===== src/rtl/fetch_stage.sv =====
// fetch_stage: instruction-fetch stage with PC, memory handshake and Fetch/Decode register.
// Ports:
//   clk, Reset (async, active-low)
//   StallF, StallD, FlushD      hazard-unit controls
//   BranchTakenE, ALUResultE     branch redirect from Execute
//   PCSrcW, ResultW              PC write from Writeback
//   InstrRdata, InstrReady       instruction memory response for PCF
//   PCF, InstrReq, FetchBusyF    fetch address, request, memory-wait stall
//   InstrD, PCPlus8D, ValidD     Decode pipeline register
//   FetchWaitCnt                 saturating count of memory-wait cycles
module fetch_stage #(
    parameter logic [31:0] RESET_PC = 32'h0000_0000,
    parameter int          CNT_W    = 16
) (
    input  logic             clk,
    input  logic             Reset,
    input  logic             StallF,
    input  logic             StallD,
    input  logic             FlushD,
    input  logic             BranchTakenE,
    input  logic [31:0]      ALUResultE,
    input  logic             PCSrcW,
    input  logic [31:0]      ResultW,
    input  logic [31:0]      InstrRdata,
    input  logic             InstrReady,
    output logic [31:0]      PCF,
    output logic             InstrReq,
    output logic             FetchBusyF,
    output logic [31:0]      InstrD,
    output logic [31:0]      PCPlus8D,
    output logic             ValidD,
    output logic [CNT_W-1:0] FetchWaitCnt
);
    typedef enum logic {BOOT, RUN} state_t;
    state_t           state_q, state_d;
    logic             req_q, req_d;
    logic [31:0]      pc_q, pc_d;
    logic [31:0]      instr_q, instr_d;
    logic [31:0]      pc8_q, pc8_d;
    logic             valid_q, valid_d;
    logic [CNT_W-1:0] cnt_q, cnt_d;
    logic             fetch_done;
    always_comb begin
        state_d = RUN;
        req_d   = (state_d == RUN);
    end
    // req_q mirrors state RUN, so it doubles as the "state is RUN" qualifier
    assign fetch_done = req_q & InstrReady & ~StallF;
    assign FetchBusyF = req_q & ~InstrReady;
    always_comb begin
        // redirects bypass StallF and memory wait; branch beats Writeback
        pc_d    = BranchTakenE ? ALUResultE : PCSrcW ? ResultW : fetch_done ? pc_q + 32'd4 : pc_q;
        instr_d = FlushD ? 32'h0 : StallD ? instr_q : fetch_done ? InstrRdata  : 32'h0;
        pc8_d   = FlushD ? 32'h0 : StallD ? pc8_q   : fetch_done ? pc_q + 32'd8 : 32'h0;
        valid_d = FlushD ? 1'b0  : StallD ? valid_q : fetch_done;
        cnt_d   = (FetchBusyF && cnt_q != {CNT_W{1'b1}}) ? cnt_q + 1'b1 : cnt_q;
    end
    always_ff @(posedge clk or negedge Reset) begin
        if (!Reset) begin
            state_q <= BOOT;
            req_q   <= 1'b0;
            pc_q    <= RESET_PC;
            instr_q <= 32'h0;
            pc8_q   <= 32'h0;
            valid_q <= 1'b0;
            cnt_q   <= '0;
        end else begin
            state_q <= state_d;
            req_q   <= req_d;
            pc_q    <= pc_d;
            instr_q <= instr_d;
            pc8_q   <= pc8_d;
            valid_q <= valid_d;
            cnt_q   <= cnt_d;
        end
    end
    assign PCF          = pc_q;
    assign InstrReq     = req_q;
    assign InstrD       = instr_q;
    assign PCPlus8D     = pc8_q;
    assign ValidD       = valid_q;
    assign FetchWaitCnt = cnt_q;
endmodule


===== config.mk =====
export PLATFORM = sky130hd
export DESIGN_NAME = fetch_stage
export DESIGN_NICKNAME = d
export VERILOG_FILES = /design/src/rtl/fetch_stage.sv
export SDC_FILE = /design/constraint.sdc
export NUM_CORES = 1
export LEC_CHECK = 0
export CORE_ASPECT_RATIO = 0.6
export CORE_MARGIN = 8
export CORE_UTILIZATION = 40
export DETAILED_ROUTE_END_ITERATION = 16
export PLACE_DENSITY = 0.77
export REMOVE_ABC_BUFFERS = 1
export SYNTH_ARGS = -nofsm -noshare
export SYNTH_HDL_FRONTEND = slang
export SYNTH_SLANG_ARGS = --single-unit

===== constraint.sdc =====
create_clock -name clk -period 1.93 [get_ports clk]
set_clock_uncertainty 0.05 [all_clocks]
set_input_delay 0.193 -clock clk [delete_from_list [all_inputs] [get_ports clk]]
set_output_delay 0.193 -clock clk [all_outputs]
set_load 0.01 [all_outputs]

==> flow_metrics.py <==
metrics = {
    "die": {
        "coreArea_um2": 14300,
        "fp.dieH_um": 109,
        "io_pins": 219,
        "die-area_um2": 18600,
        "die_x_um": 171,
        "initial_core_util": 0.403,
        "rows": 34,
    },
    "sta": {
        "rsz0062_at_grt": "true",
        "setup_viol": 0,
        "setup_tns_ns": 0,
        "finalCriticalPeriod_ns": 1.91,
        "layout_setup_ws_ns": 0.0158,
        "finalMaxSlewViolations": 0,
        "max_clock_freq_ghz": 0.522,
        "fin_crit_sh": 0.992,
        "finalHoldViolCount": 0,
        "holdWs_ns": 0.238,
    },
    "detailed_routing": {
        "post_drt_via_cell_ratio": 5.54,
        "drt_pre_antenna_iters": 5,
        "ant_nets": 0,
        "wl_per_cell_um": 20.6,
        "wirelength_um": 21500,
        "first_iter_violations": 607,
        "vias": 5804,
        "drcViolationCount": 0,
    },
    "cts": {
        "cts-root-buf": "clkbuf_16",
        "htree_levels": 4,
        "cts_tree": "yes",
        "insertion_delay_ns": 0.41,
        "clockBufferDepth": 2,
        "clk_pin_slew_ns": 0.06,
        "cts_buffers": 17,
        "clkSinkCount": 114,
    },
    "global_routing": {
        "grt_pass1_vias": 5856,
        "antenna_found_initial": 0,
        "overflow": 0,
        "grtUsageTotal": 0.230,
        "grt_start_max_net_pins": 66,
        "grt_first_pass_wirelength_um": 33200,
    },
    "pwr": {
        "p_leak_nw": 3.91,
        "p_per_area_nw_per_um2": 824,
        "ir_drop_mv": 0.492,
    },
    "worst_setup_path": {
        "setup.worst_path.start": "PCF[2]$_DFFE_PN0P_",
        "startpoint_type": "register",
        "endpoint_kind": "output port",
        "required_ns": 1.69,
        "crit_buf_inv": 2,
        "worstReg2RegStart": "PCF[3]$_DFFE_PN0P_",
        "cp.arrival_ns": 1.67,
        "crit_type": "reg2out",
        "cp_max_fo": 12,
        "slowest_delay_ns": 0.58,
        "rr_endpoint": "PCF[25]$_DFFE_PN0P_",
        "slowest_stage": "clkdlybuf4s50_1",
        "ff2ff_path_depth": 7,
        "path_delay_family": "buffers and inverters",
        "rrSetupSlack_ns": 0.04,
        "crit_path_cell_trace": "buf_4 > clkdlybuf4s50_1",
    },
    "synthesis": {
        "ys_async_sr_fraction": 1.00,
        "yosysTopAreaCell": "dfrtp_1",
        "syn_inst": 576,
        "synth_seq_cells": 114,
        "syn_area_um2": 5740,
        "synth_ff_type": "dfrtp_1",
        "synth.most_common_cell": "dfrtp_1",
        "yosys.area.top_type_share": 0.497,
        "synth_edf_count": 0,
        "synthTopCellsByArea": "dfrtp_1, xor2_1, a22o_1",
        "synthTopCellsByCount": "dfrtp_1, nand2_1, o21ai_0, xor2_1, a22o_1",
        "synth_cell_types": 62,
        "yosysSeqAreaShare": 0.497,
        "synth_warnings": 0,
        "syn_avg_cell_area_um2": 9.97,
    },
    "job": {
        "maxCapViolCount": 0,
    },
    "placed_design": {
        "post-place-ws_ns": -0.0923,
        "dp_hpwl_um": 16100,
        "place.gp.congestion": 0.983,
        "io_buffers": 218,
    },
    "finish": {
        "insertedDiodeCount": 0,
        "drive_gt1_frac": 0.154,
        "area_growth_pct": 63.2,
        "finish.utilization": 0.658,
        "final_nets": 944,
    },
    "hold_path": {
        "hp-class": "in2async",
    },
    "status": {
        "outcome": "completed",
    },
}
[metal layers]
layer / up-vias / wire, um / global-route usage
met5: - / 0 / 0
met4: 0 / 339 / 0.0704
met3: 38 / 2300 / 0.0701
met2: 331 / 9550 / 0.345
met1: 2825 / 9350 / 0.316
li1: 2610 / - / -
[stage by stage]
step	cell area (um^2)	total power, mW	std cells
2_1_floorplan	5570	3.24	538
3_3_place_gp	8550	4.13	1011
3_5_place_dp	8550	4.18	1011
4_1_cts	9240	7.75	1044
5_1_grt	9370	8.01	1048
6_report	9370	7.72	1048
[where the power goes]
group | switching (mW) | leakage, nW | internal, mW
logic | 0.652 | 2.09 | 0.766
registers | 0.226 | 1.50 | 2.54
clock network | 1.17 | 0.313 | 2.37
[worst reg2reg max path, stage by stage, from the launching register on]
cell and delay (ns):
dfrtp_1 0.37, ha_1 0.19, nand4_2 0.16, nor4_4 0.28, buf_4 0.19, nand2_1 0.10, nor4_1 0.33, nor3_1 0.08
[final cells by class]
class / instances / area, um^2
inverters: 7 / 26.3
multi-input cells: 417 / 2800
repair buffers: 280 / 2780
flip-flops and latches: 114 / 2860
fillers: 1115 / 4880
well taps: 198 / 248
clock buffers: 20 / 457
clock inverters: 12 / 204
[registers in the layout, indices dropped and copies added, names as in the netlist]
register,count
InstrD,32
FetchWaitCnt,16
InstrReq,1
PCPlus8D,32
ValidD,1
PCF,32
[timing repair]
action	4_1_cts	5_1_grt
pin swaps	1	7
hold buffers	1	0
setup endpoints to repair	6	24
gates resized for setup	4	22
cloned	0	1
buffers inserted	0	3
endpoints found under the hold margin	32	0
[cell usage in the layout (no fill, tap or decap), types with 4 or more instances in the layout]
cell / netlist / layout
clkdlybuf4s50_1: 0 / 216
dfrtp_1: 114 / 109
nand2_1: 74 / 74
buf_4: 1 / 51
a22o_1: 39 / 39
o21ai_0: 41 / 39
xor2_1: 40 / 39
nor2_1: 27 / 26
nand3_1: 23 / 21
xnor2_1: 21 / 20
clkbuf_16: 0 / 18
o21ai_1: 13 / 15
a21oi_1: 15 / 15
nand4_1: 14 / 14
nor3_1: 11 / 10
buf_12: 0 / 9
a22oi_1: 8 / 8
mux2i_1: 7 / 7
inv_1: 6 / 6
o22ai_1: 6 / 6
dfrtp_2: 0 / 5
bufinv_16: 0 / 5
and4_1: 5 / 4
and2_1: 5 / 4
a31oi_1: 4 / 4
a221oi_1: 4 / 4
[cells by family (layout without fill, tap and decap cells)]
kind of cell | count (synthesis) | in the layout | synth area share
buffers and inverters | 45 | 319 | 0.0340
adder cells (fa/ha/maj) | 3 | 3 | 0.00654
XOR/XNOR | 61 | 61 | 0.0930
flip-flops | 114 | 114 | 0.497
AO/OA/AOI/OAI | 145 | 145 | 0.169
multiplexers | 10 | 10 | 0.0181
AND/OR/NAND/NOR | 197 | 197 | 0.182
other | 1 | 1 | 0.000653
[worst max path at each step]
stage / cells after the start / slack (ns) / endpoint
final: 2 / 0.02 / PCF[2]
after global routing: 7 / -0.04 / PCF[15]$_DFFE_PN0P_
after CTS: 6 / 0.008 / PCF[15]$_DFFE_PN0P_
after detailed placement: 6 / -0.09 / PCF[15]$_DFFE_PN0P_
after global placement: 7 / -0.004 / FetchWaitCnt[14]$_DFFE_PN0P_
after floorplan: 2 / -0.88 / InstrD[0]$_DFFE_PN0P_
Power figures use the tool's default switching activity.
